<file path="src/rtl/fixed_point_divider_seq_if.sv">
// -----------------------------------------------------------------------------
// fixed_point_divider_seq_if
// Command/result bundle for the sequential fixed-point divider.
//   master : command source (drives start, a, b; observes results)
//   slave  : divider        (observes start, a, b; drives results)
// Signals:
//   start        request, honoured only while ready=1
//   a, b         unsigned dividend / divisor, sampled on the accepting edge
//   ready        divider idle and able to accept a request
//   done         one-cycle pulse, results valid from this cycle onward
//   quot         integer part of a/b
//   frac         fraction in units of 10^-FRAC_DIGITS (binary coded)
//   div_by_zero  last accepted divisor was zero
// -----------------------------------------------------------------------------
interface fixed_point_divider_seq_if #(
    parameter int WIDTH  = 8,
    parameter int FRAC_W = 10
);
    logic              start;
    logic [WIDTH-1:0]  a;
    logic [WIDTH-1:0]  b;
    logic              ready;
    logic              done;
    logic [WIDTH-1:0]  quot;
    logic [FRAC_W-1:0] frac;
    logic              div_by_zero;

    modport master (
        output start, a, b,
        input  ready, done, quot, frac, div_by_zero
    );

    modport slave (
        input  start, a, b,
        output ready, done, quot, frac, div_by_zero
    );
endinterface

</file>
<file path="src/rtl/fixed_point_divider_seq.sv">
// -----------------------------------------------------------------------------
// fixed_point_divider_seq
// Sequential unsigned fixed-point divider: a/b -> integer quotient plus a
// FRAC_DIGITS-digit decimal fraction, using shift-subtract restoring division
// with a fixed, data-independent latency.
//
// Ports:
//   clk  rising-edge clock
//   rst  asynchronous, active-high reset
//   dif  fixed_point_divider_seq_if.slave (start/a/b in; ready/done/quot/
//        frac/div_by_zero out)
//
// Optional feature (compile-time macro DIV_ROUND_EN):
//   defined   -> extra ROUND cycle, fraction rounded half-up (carry into quot)
//   undefined -> fraction truncated
//
// Timeline (accepting edge = edge 0):
//   edges 1..WIDTH            integer restoring steps
//   edges WIDTH+1..WIDTH+FRAC_W  fraction restoring steps
//   [+1 ROUND edge]
//   next edge                 DONE: results written, done rises
//   next edge                 done falls, ready rises
// -----------------------------------------------------------------------------
module fixed_point_divider_seq #(
    parameter int WIDTH       = 8,
    parameter int FRAC_DIGITS = 3,
    parameter int FRAC_W      = 10
) (
    input  logic                          clk,
    input  logic                          rst,
    fixed_point_divider_seq_if.slave      dif
);

    // 10^d as an elaboration-time constant
    function automatic int unsigned pow10_f(input int d);
        int unsigned acc;
        acc = 32'd1;
        for (int i = 0; i < d; i++) begin
            acc = acc * 32'd10;
        end
        return acc;
    endfunction

    localparam int          NW      = WIDTH + FRAC_W;
    localparam int          CNT_MAX = (WIDTH > FRAC_W) ? WIDTH : FRAC_W;
    localparam int          CNT_W   = $clog2(CNT_MAX + 1);
    localparam int unsigned POW10   = pow10_f(FRAC_DIGITS);
    localparam logic [FRAC_W-1:0] POW10_V = FRAC_W'(POW10);

    // r * 10^FRAC_DIGITS as a constant shift-add; no multiplier is inferred
    function automatic logic [NW-1:0] mul_pow10(input logic [WIDTH-1:0] r);
        logic [NW-1:0] acc;
        acc = '0;
        for (int i = 0; i < FRAC_W; i++) begin
            if (POW10_V[i]) begin
                acc = acc + (NW'(r) << i);
            end else begin
                acc = acc;
            end
        end
        return acc;
    endfunction

`ifdef DIV_ROUND_EN
    typedef enum logic [2:0] {
        S_IDLE  = 3'd0,
        S_INT   = 3'd1,
        S_FRAC  = 3'd2,
        S_ROUND = 3'd3,
        S_DONE  = 3'd4
    } state_t;
`else
    typedef enum logic [2:0] {
        S_IDLE  = 3'd0,
        S_INT   = 3'd1,
        S_FRAC  = 3'd2,
        S_DONE  = 3'd4
    } state_t;
`endif

    state_t             state_r;
    logic [CNT_W-1:0]   cnt_r;
    logic [WIDTH-1:0]   b_r;
    logic [WIDTH-1:0]   dvd_r;      // dividend, shifted out MSB first
    logic [WIDTH:0]     rem_r;      // working remainder, always < b between steps
    logic [NW-1:0]      n_r;        // scaled numerator; low FRAC_W bits feed FRAC steps
    logic [WIDTH-1:0]   qw_r;       // working integer quotient
    logic [FRAC_W-1:0]  fw_r;       // working fraction
    logic               dbz_w_r;
    logic               ready_r;
    logic               done_r;
    logic [WIDTH-1:0]   quot_r;
    logic [FRAC_W-1:0]  frac_r;
    logic               dbz_r;

    logic               shift_bit_s;
    logic [WIDTH+1:0]   trial_s;
    logic [WIDTH+1:0]   diff_s;
    logic               fit_s;
    logic [WIDTH:0]     rem_next_s;
    logic [NW-1:0]      n_scaled_s;

    // One restoring step shared by INT and FRAC: shift in next bit, trial-subtract b
    always_comb begin
        if (state_r == S_INT) begin
            shift_bit_s = dvd_r[WIDTH-1];
        end else begin
            shift_bit_s = n_r[FRAC_W-1];
        end
        trial_s = {rem_r, shift_bit_s};
        diff_s  = trial_s - {2'b00, b_r};
        // no borrow out of the subtraction means the divisor fits
        fit_s   = ~diff_s[WIDTH+1];
        if (fit_s) begin
            rem_next_s = diff_s[WIDTH:0];
        end else begin
            rem_next_s = trial_s[WIDTH:0];
        end
        n_scaled_s = mul_pow10(rem_next_s[WIDTH-1:0]);
    end

`ifdef DIV_ROUND_EN
    logic [WIDTH+1:0]  twice_rem_s;
    logic              round_up_s;
    logic [FRAC_W:0]   frac_inc_s;

    // Half-up decision from the final remainder N mod b
    always_comb begin
        twice_rem_s = {rem_r, 1'b0};
        round_up_s  = (twice_rem_s >= {2'b00, b_r});
        frac_inc_s  = {1'b0, fw_r} + {{FRAC_W{1'b0}}, 1'b1};
    end
`endif

    // Control FSM, datapath registers and registered outputs
    always_ff @(posedge clk or posedge rst) begin
        if (rst) begin
            state_r <= S_IDLE;
            cnt_r   <= '0;
            b_r     <= '0;
            dvd_r   <= '0;
            rem_r   <= '0;
            n_r     <= '0;
            qw_r    <= '0;
            fw_r    <= '0;
            dbz_w_r <= 1'b0;
            ready_r <= 1'b1;
            done_r  <= 1'b0;
            quot_r  <= '0;
            frac_r  <= '0;
            dbz_r   <= 1'b0;
        end else begin
            case (state_r)
                S_IDLE: begin
                    done_r <= 1'b0;
                    if (!ready_r) begin
                        // first idle cycle after DONE: done drops, ready returns
                        ready_r <= 1'b1;
                    end else if (dif.start) begin
                        ready_r <= 1'b0;
                        b_r     <= dif.b;
                        dvd_r   <= dif.a;
                        rem_r   <= '0;
                        cnt_r   <= '0;
                        qw_r    <= '0;
                        fw_r    <= '0;
                        if (dif.b == {WIDTH{1'b0}}) begin
                            dbz_w_r <= 1'b1;
                            state_r <= S_DONE;
                        end else begin
                            dbz_w_r <= 1'b0;
                            state_r <= S_INT;
                        end
                    end else begin
                        state_r <= S_IDLE;
                    end
                end

                S_INT: begin
                    dvd_r <= dvd_r << 1;
                    qw_r  <= {qw_r[WIDTH-2:0], fit_s};
                    if (cnt_r == CNT_W'(WIDTH - 1)) begin
                        // integer part finished: seed the fraction stage with
                        // r*10^k; its top WIDTH bits are already < b
                        cnt_r   <= '0;
                        n_r     <= n_scaled_s;
                        rem_r   <= {1'b0, n_scaled_s[NW-1:FRAC_W]};
                        state_r <= S_FRAC;
                    end else begin
                        cnt_r <= cnt_r + CNT_W'(1);
                        rem_r <= rem_next_s;
                    end
                end

                S_FRAC: begin
                    n_r   <= n_r << 1;
                    fw_r  <= {fw_r[FRAC_W-2:0], fit_s};
                    rem_r <= rem_next_s;
                    if (cnt_r == CNT_W'(FRAC_W - 1)) begin
                        cnt_r <= '0;
`ifdef DIV_ROUND_EN
                        state_r <= S_ROUND;
`else
                        state_r <= S_DONE;
`endif
                    end else begin
                        cnt_r <= cnt_r + CNT_W'(1);
                    end
                end

`ifdef DIV_ROUND_EN
                S_ROUND: begin
                    if (round_up_s) begin
                        if (frac_inc_s == {1'b0, POW10_V}) begin
                            // fraction wrapped to 1.000: carry into quot
                            fw_r <= '0;
                            qw_r <= qw_r + WIDTH'(1);
                        end else begin
                            fw_r <= frac_inc_s[FRAC_W-1:0];
                        end
                    end else begin
                        fw_r <= fw_r;
                    end
                    state_r <= S_DONE;
                end
`endif

                S_DONE: begin
                    done_r  <= 1'b1;
                    state_r <= S_IDLE;
                    if (dbz_w_r) begin
                        quot_r <= {WIDTH{1'b1}};
                        frac_r <= '0;
                        dbz_r  <= 1'b1;
                    end else begin
                        quot_r <= qw_r;
                        frac_r <= fw_r;
                        dbz_r  <= 1'b0;
                    end
                end

                default: begin
                    state_r <= S_IDLE;
                    ready_r <= 1'b1;
                    done_r  <= 1'b0;
                end
            endcase
        end
    end

    assign dif.ready       = ready_r;
    assign dif.done        = done_r;
    assign dif.quot        = quot_r;
    assign dif.frac        = frac_r;
    assign dif.div_by_zero = dbz_r;

endmodule
</file>
<file path="src/flat_wrapper.sv">
// flat-port wrapper written by rule: the top's interface ports become plain ports
module fixed_point_divider_seq_flat 
#(
    parameter int WIDTH       = 8,
    parameter int FRAC_DIGITS = 3,
    parameter int FRAC_W      = 10
)
  (clk, rst, dif_start, dif_a, dif_b, dif_ready, dif_done, dif_quot, dif_frac, dif_div_by_zero);
  fixed_point_divider_seq_if #(.WIDTH(WIDTH), .FRAC_W(FRAC_W)) dif_i ();
  input  logic clk;
  input  logic rst;
  input wire logic [$bits(dif_i.start)-1:0] dif_start;
  input wire logic [$bits(dif_i.a)-1:0] dif_a;
  input wire logic [$bits(dif_i.b)-1:0] dif_b;
  output wire logic [$bits(dif_i.ready)-1:0] dif_ready;
  output wire logic [$bits(dif_i.done)-1:0] dif_done;
  output wire logic [$bits(dif_i.quot)-1:0] dif_quot;
  output wire logic [$bits(dif_i.frac)-1:0] dif_frac;
  output wire logic [$bits(dif_i.div_by_zero)-1:0] dif_div_by_zero;
  assign dif_i.start = dif_start;
  assign dif_i.a = dif_a;
  assign dif_i.b = dif_b;
  assign dif_ready = dif_i.ready;
  assign dif_done = dif_i.done;
  assign dif_quot = dif_i.quot;
  assign dif_frac = dif_i.frac;
  assign dif_div_by_zero = dif_i.div_by_zero;
  fixed_point_divider_seq #(.WIDTH(WIDTH), .FRAC_DIGITS(FRAC_DIGITS), .FRAC_W(FRAC_W)) u_core (.clk(clk), .rst(rst), .dif(dif_i));
endmodule
</file>
<file path="config.mk">
export PLATFORM = sky130hd
export DESIGN_NAME = fixed_point_divider_seq_flat
export DESIGN_NICKNAME = d
export VERILOG_FILES = /design/src/rtl/fixed_point_divider_seq_if.sv /design/src/rtl/fixed_point_divider_seq.sv /design/src/flat_wrapper.sv
export SDC_FILE = /design/constraint.sdc
export NUM_CORES = 1
export LEC_CHECK = 0
export BUFFER_PORTS_ARGS = -buffer_cell sky130_fd_sc_hd__buf_2
export CAP_MARGIN = 20
export CORE_MARGIN = 3
export CORE_UTILIZATION = 50
export DETAILED_ROUTE_END_ITERATION = 8
export PLACE_DENSITY = 0.68
export SKIP_LAST_GASP = 1
export SYNTH_ARGS = -nofsm -noshare
export SYNTH_HDL_FRONTEND = slang
export SYNTH_SLANG_ARGS = --single-unit
</file>
<file path="constraint.sdc">
create_clock -name clk -period 9.2 [get_ports clk]
set_input_delay 0.92 -clock clk [delete_from_list [all_inputs] [get_ports clk]]
set_output_delay 0.92 -clock clk [all_outputs]
set_load 0.05 [all_outputs]
</file>
Word-level counts from Yosys, hierarchy flattened
Cells that the tools add are included.
{"block": "word_totals", "output_inout_bits": 21, "n_memories": 0, "input_bits": 19, "latchBits": 0, "rom_bits": 0, "ff_bits": 82, "mem_bits_rw": 0, "wordCells": 81}
{"block": "op_classes", "n_shift": 0, "bitwise": 1, "order_cmp": 0, "n_mux": 36, "n_addsub": 7, "n_reduce_logical": 14, "multipliers": 0, "eq_ne": 9, "n_div": 0}
{"cell": "$mux W10", "count": 4}
{"cell": "$mux W8", "count": 5}
{"cell": "$pmux W10 S2", "count": 2}
{"cell": "$mux W9", "count": 4}
{"cell": "$pmux W8 S2", "count": 2}
{"cell": "$pmux W9 S3", "count": 1}
{"cell": "$add A18 B14 Y18", "count": 1}
{"cell": "$add A18 B15 Y18", "count": 1}
{"cell": "$add A18 B16 Y18", "count": 1}
{"cell": "$add A18 B17 Y18", "count": 1}
{"cell": "$mux W4", "count": 4}
{"cell": "$mux W3", "count": 5}
{"cell": "$reduce_and A3 Y1", "count": 5}
{"cell": "$add A11 B13 Y14", "count": 1}
{"cell": "$pmux W4 S3", "count": 1}
{"cell": "$sub A10 B8 Y10", "count": 1}
{"cell": "$pmux W3 S3", "count": 1}
{"cell": "$logic_not A8 Y1", "count": 1}
{"cell": "$reduce_bool A2 Y1", "count": 3}
{"cell": "$mux W1", "count": 5}
{"cell": "$add A4 B1 Y4 const B", "count": 1}
{"cell": "$eq A4 B3 Y1 const B", "count": 1}
{"cell": "$eq A4 B4 Y1 const B", "count": 1}
{"cell": "$ne A2 B1 Y1 const B", "count": 2}
{"cell": "other kinds (11)", "count": 13}

Depth between registers and ports, before layout
{"block": "depth", "word_depth": 11, "depth_mapped": 36, "ltp_nobuf": 33}

Worst setup path before layout
OpenSTA, ideal clock, no wires.
{"block": "synth_path", "kind": "flip-flop to flip-flop", "start": "register u_core.state_r[2]", "end": "register u_core.rem_r[7]", "path_stages_with_launch": 36, "setup_slack_ns": 2.002, "required_ns": 9.051, "period_less_slack_ns": 7.198, "arrival_ns": 7.049, "setup_time_ns": 0.149, "path_buffers": 3, "cell_sequence": "dfrtp_1 -> clkbuf_1 -> nor3b_1 -> buf_2 -> mux2_2 -> inv_1 -> ha_1 -> and2b_1 -> o2111ai_2 -> a211o_2 -> and3_4 -> buf_6 -> mux2i_1 -> xnor2_1 -> ha_1 -> inv_1 -> a311oi_2 -> o211ai_2 -> nand2_1 -> xor2_1 -> fa_1 -> ha_1 -> xnor2_1 -> fa_1 -> inv_1 -> ha_1 -> fa_1 -> a21oi_1 -> nor2_1 -> nor2_1 -> o21bai_1 -> a21oi_1 -> o21bai_1 -> a21oi_1 -> xnor2_1 -> o221ai_1"}
{"block": "synth_via", "elab_chain_len": 11, "word_cells_on_any_way": 17, "classes_between": "add/sub: 6; eq/ne: 4; mux: 4; reduce/logical: 3"}
{"element": "start, declared", "line_no": "fixed_point_divider_seq.sv:81", "source": "state_t state_r;"}
{"element": "start signal, assigned", "line_no": "fixed_point_divider_seq.sv:138", "source": "state_r <= S_IDLE;"}
{"element": "start signal, assigned", "line_no": "fixed_point_divider_seq.sv:169", "source": "state_r <= S_DONE;"}
{"element": "start signal, assigned", "line_no": "fixed_point_divider_seq.sv:172", "source": "state_r <= S_INT;"}
{"element": "$eq A3 B1 Y1", "line_no": "fixed_point_divider_seq.sv:105, fixed_point_divider_seq.sv:153"}
{"element": "$mux W1", "line_no": "fixed_point_divider_seq.sv:105", "source": "if (state_r == S_INT) begin"}
{"element": "$sub A10 B8 Y10", "line_no": "fixed_point_divider_seq.sv:111", "source": "diff_s = trial_s - {2'b00, b_r};"}
{"element": "$mux W9", "line_no": "fixed_point_divider_seq.sv:114", "source": "if (fit_s) begin"}
{"element": "$add A11 B13 Y14", "line_no": "fixed_point_divider_seq.sv:56", "source": "acc = acc + (NW'(r) << i);"}
{"element": "$add A18 B14 Y18", "line_no": "fixed_point_divider_seq.sv:56"}
{"element": "$add A18 B15 Y18", "line_no": "fixed_point_divider_seq.sv:56"}
{"element": "$add A18 B16 Y18", "line_no": "fixed_point_divider_seq.sv:56"}
{"element": "$add A18 B17 Y18", "line_no": "fixed_point_divider_seq.sv:56"}
{"element": "$mux W9", "line_no": "fixed_point_divider_seq.sv:182", "source": "if (cnt_r == CNT_W'(WIDTH - 1)) begin"}
{"element": "$pmux W9 S3", "line_no": "fixed_point_divider_seq.sv:153", "source": "case (state_r)"}
{"element": "end signal, assigned", "line_no": "fixed_point_divider_seq.sv:187", "source": "rem_r <= {1'b0, n_scaled_s[NW-1:FRAC_W]};"}
{"element": "end signal, assigned", "line_no": "fixed_point_divider_seq.sv:191", "source": "rem_r <= rem_next_s;"}
{"element": "end signal, assigned", "line_no": "fixed_point_divider_seq.sv:198", "source": "rem_r <= rem_next_s;"}
{"element": "end, declared", "line_no": "fixed_point_divider_seq.sv:85", "source": "logic [WIDTH:0] rem_r;"}
Several ways; a longest one is shown, not always the timed one.
A chain may end at the register's enable or synchronous reset.

Final worst setup path
{"block": "layout_path", "start": "register u_core.state_r[0]", "end": "register u_core.rem_r[7]"}
Same word-level chain as after synthesis.

==> impl_metrics.ini <==
[outcome]
outcome = complete, no violations

[setup_path]
cp_slowest_cell = o21ai_0
worstSetupPathType = reg -> reg
crit_arrival_ps = 7840
critical-path-max-stage-delay_ps = 600
rrSetupSlack_ps = 1530
end_kind = flop
crit_buf_inv = 3
critPathLaunchType = flop
cpMostUsedCell = ha_1
cpLargestDelayFamily = compound AO/OA/AOI/OAI gates
crit_fanout = 12
cp.required_ps = 9370

[drt]
drcViolationCount = 0
via_count = 4741
ant_nets = 0
top_layer = met4
routedWlPerCell_um = 15.9
drt_iter0_markers = 286
met2WireLength_um = 6370
routed_wirelength_um = 12900
route.met3.wl_um = 467
vias_per_cell = 5.85
firstDrtPassIters = 5
met1_length_um = 5800

[timing]
timing.fmax_mhz = 130
maxSlewHeadroom = 0.333
rsz0062_at_grt = false
whs_ps = 472
drv_slew = 0
clock_skew_ps = 13.7
period_needed_ps = 7670
setup_viol = 0
finalHoldViolCount = 0
fin_crit_sh = 0.834
tightest_slew_ps = 1000
finalSetupTns_ps = 0

[clock_tree]
numCtsBuffers = 9
post_cts_buffers = 0
cts.repair.resized = 0
clockRootBuffer = clkbuf_16
cts_tree = built
clkTransAtPathRegs_ps = 70
cts_sinks = 79
cts_max_level = 3
worstSkewPairLatency_ps = 330
cts_buffer_depth = 2
hold_buffers = 0

[placed_design]
gp_congestion = 0.917
dp_cells = 795
hpwl_um = 9490
numPortBuffers = 39

[final_layout]
mostFrequentLayoutCells = dfrtp_1, nand2_1, o21ai_0
syn2layout_area_growth_pct = 10.2
layout_commonest_cell = dfrtp_1
drive_gt1_frac = 0.139
n_antenna_cell = 0
nets = 735
stdcell_count = 811

[yosys]
synth_ff_type = dfrtp_1
syn_nets = 710
synth_area_leaders = dfrtp_1, ha_1, o21ai_0
synth_top_cell_area_share = 0.337
ys_seq_area_frac = 0.342
synth_edf_count = 0
synth_area_um2 = 5790
ys_warn_count = 0
synth_area_leader_cell = dfrtp_1
synth-seq-cells = 79
ys_types = 75
synthCells = 641
syn_area_per_cell_um2 = 9.03
async_reset_ff_frac = 1.00

[global_routing]
grt_pass1_wl_um = 21900
gr-total-overflow = 0
track_usage = 0.208
antenna_found_initial = 0
grt_pass1_vias = 4605
grt_max_degree = 80

[die]
rows = 38
pin_count = 40
dieArea_um2 = 12900
initial_core_util = 0.523
dieHeight_um = 114
die_w_um = 114
fp.coreArea_um2 = 11100

[run]
maxCapViolCount = 0

[hold_path]
min_path_type = reg -> reg
-- final cells by class --
type	instances	area (µm²)
fillers	1010	4700
multi-input cells	489	3520
flip-flops and latches	79	1980
clock buffers	9	225
repair buffers	43	225
well taps	140	175
inverters	44	169
clock inverters	7	87.6
-- layer usage --
layer / track usage / up-vias
met5: 0 / -
met1: 0.270 / 2255
li1: - / 2347
met2: 0.357 / 121
met4: 0.0729 / 0
met3: 0.0271 / 18
-- flip-flops by register name, indices dropped and copies added, names as in the netlist --
| register | cells |
|---|---|
| u_core.cnt_r | 4 |
| u_core.state_r | 3 |
| u_core.dif.frac | 10 |
| u_core.rem_r | 9 |
| u_core.dif.div_by_zero | 1 |
| u_core.dvd_r | 8 |
| u_core.dif.done | 1 |
| u_core.fw_r | 10 |
| u_core.b_r | 8 |
| u_core.dif.ready | 1 |
| u_core.n_r | 7 |
| u_core.qw_r | 8 |
| u_core.dif.quot | 8 |
| u_core.dbz_w_r | 1 |
-- cells in the mapped netlist (4+ instances only) --
master    instances
o22ai_1           4
o21ai_0          57
nand3b_1          7
o31ai_1           4
nand2b_1         11
ha_1             39
nor2_1           38
a211oi_1          6
nor3_1           10
a22oi_1          11
xor2_1           10
nand2_1          76
nand3_1          11
o21bai_1          5
a21oi_1          28
fa_1             11
a22o_1           17
a21o_1           14
o221ai_1          4
a31oi_1           8
xnor2_1          25
or4_1             5
clkbuf_1         20
buf_2             5
inv_1            40
mux2_2            6
mux2i_1          10
dfrtp_1          78
o211ai_1          5
or3_1             9
-- per-stage QoR --
stage | instance area, µm² | util | worst slack [ps]
after floorplan | 5790 | - | 2000
after global placement | 6070 | 0.548 | 1780
after global routing | 6380 | 0.576 | 823
final | 6380 | 0.576 | 1530
after detailed placement | 6070 | 0.548 | 1540
after CTS | 6380 | 0.576 | 1540
-- path summary, 6_finish.rpt --
kind | startpoint | end | cells past startpoint
hold reg to reg | u_core.dif.frac[7]$_DFFE_PP0P_ | u_core.dif.frac[7]$_DFFE_PP0P_ | 2
min in group asynchronous | rst | u_core.dif.frac[3]$_DFFE_PP0P_ | 3
max in group asynchronous | rst | u_core.dvd_r[2]$_DFFE_PP0P_ | 3
setup / recovery | u_core.state_r[0]$_DFFE_PP0P_ | u_core.rem_r[7]$_DFFE_PP0P_ | 32
setup reg to reg | u_core.state_r[0]$_DFFE_PP0P_ | u_core.rem_r[7]$_DFFE_PP0P_ | 32
hold / removal | u_core.dif.frac[7]$_DFFE_PP0P_ | u_core.dif.frac[7]$_DFFE_PP0P_ | 2
-- worst register-to-register path: cells and delay by family, from the launching register on --
kind                     cells  cell delay [ps]
flip-flops                   1              510
adder cells (fa/ha/maj)      7             2290
AO/OA/AOI/OAI               11             2370
multiplexers                 1              380
buffers and inverters        3              210
XOR/XNOR                     3              470
AND/OR/NAND/NOR              7             1290
-- cells by family (layout without fill, tap and decap cells) --
kind of cell             after synthesis  count (layout)  synth area share
AO/OA/AOI/OAI                        195             195             0.232
XOR/XNOR                              36              36            0.0568
adder cells (fa/ha/maj)               52              52             0.126
buffers and inverters                 73             103            0.0521
flip-flops                            79              79             0.342
multiplexers                          19              19            0.0380
AND/OR/NAND/NOR                      187             187             0.154
Power is not shown: default switching activity piles up to over one toggle a cycle in this logic, so the estimate is an artifact.
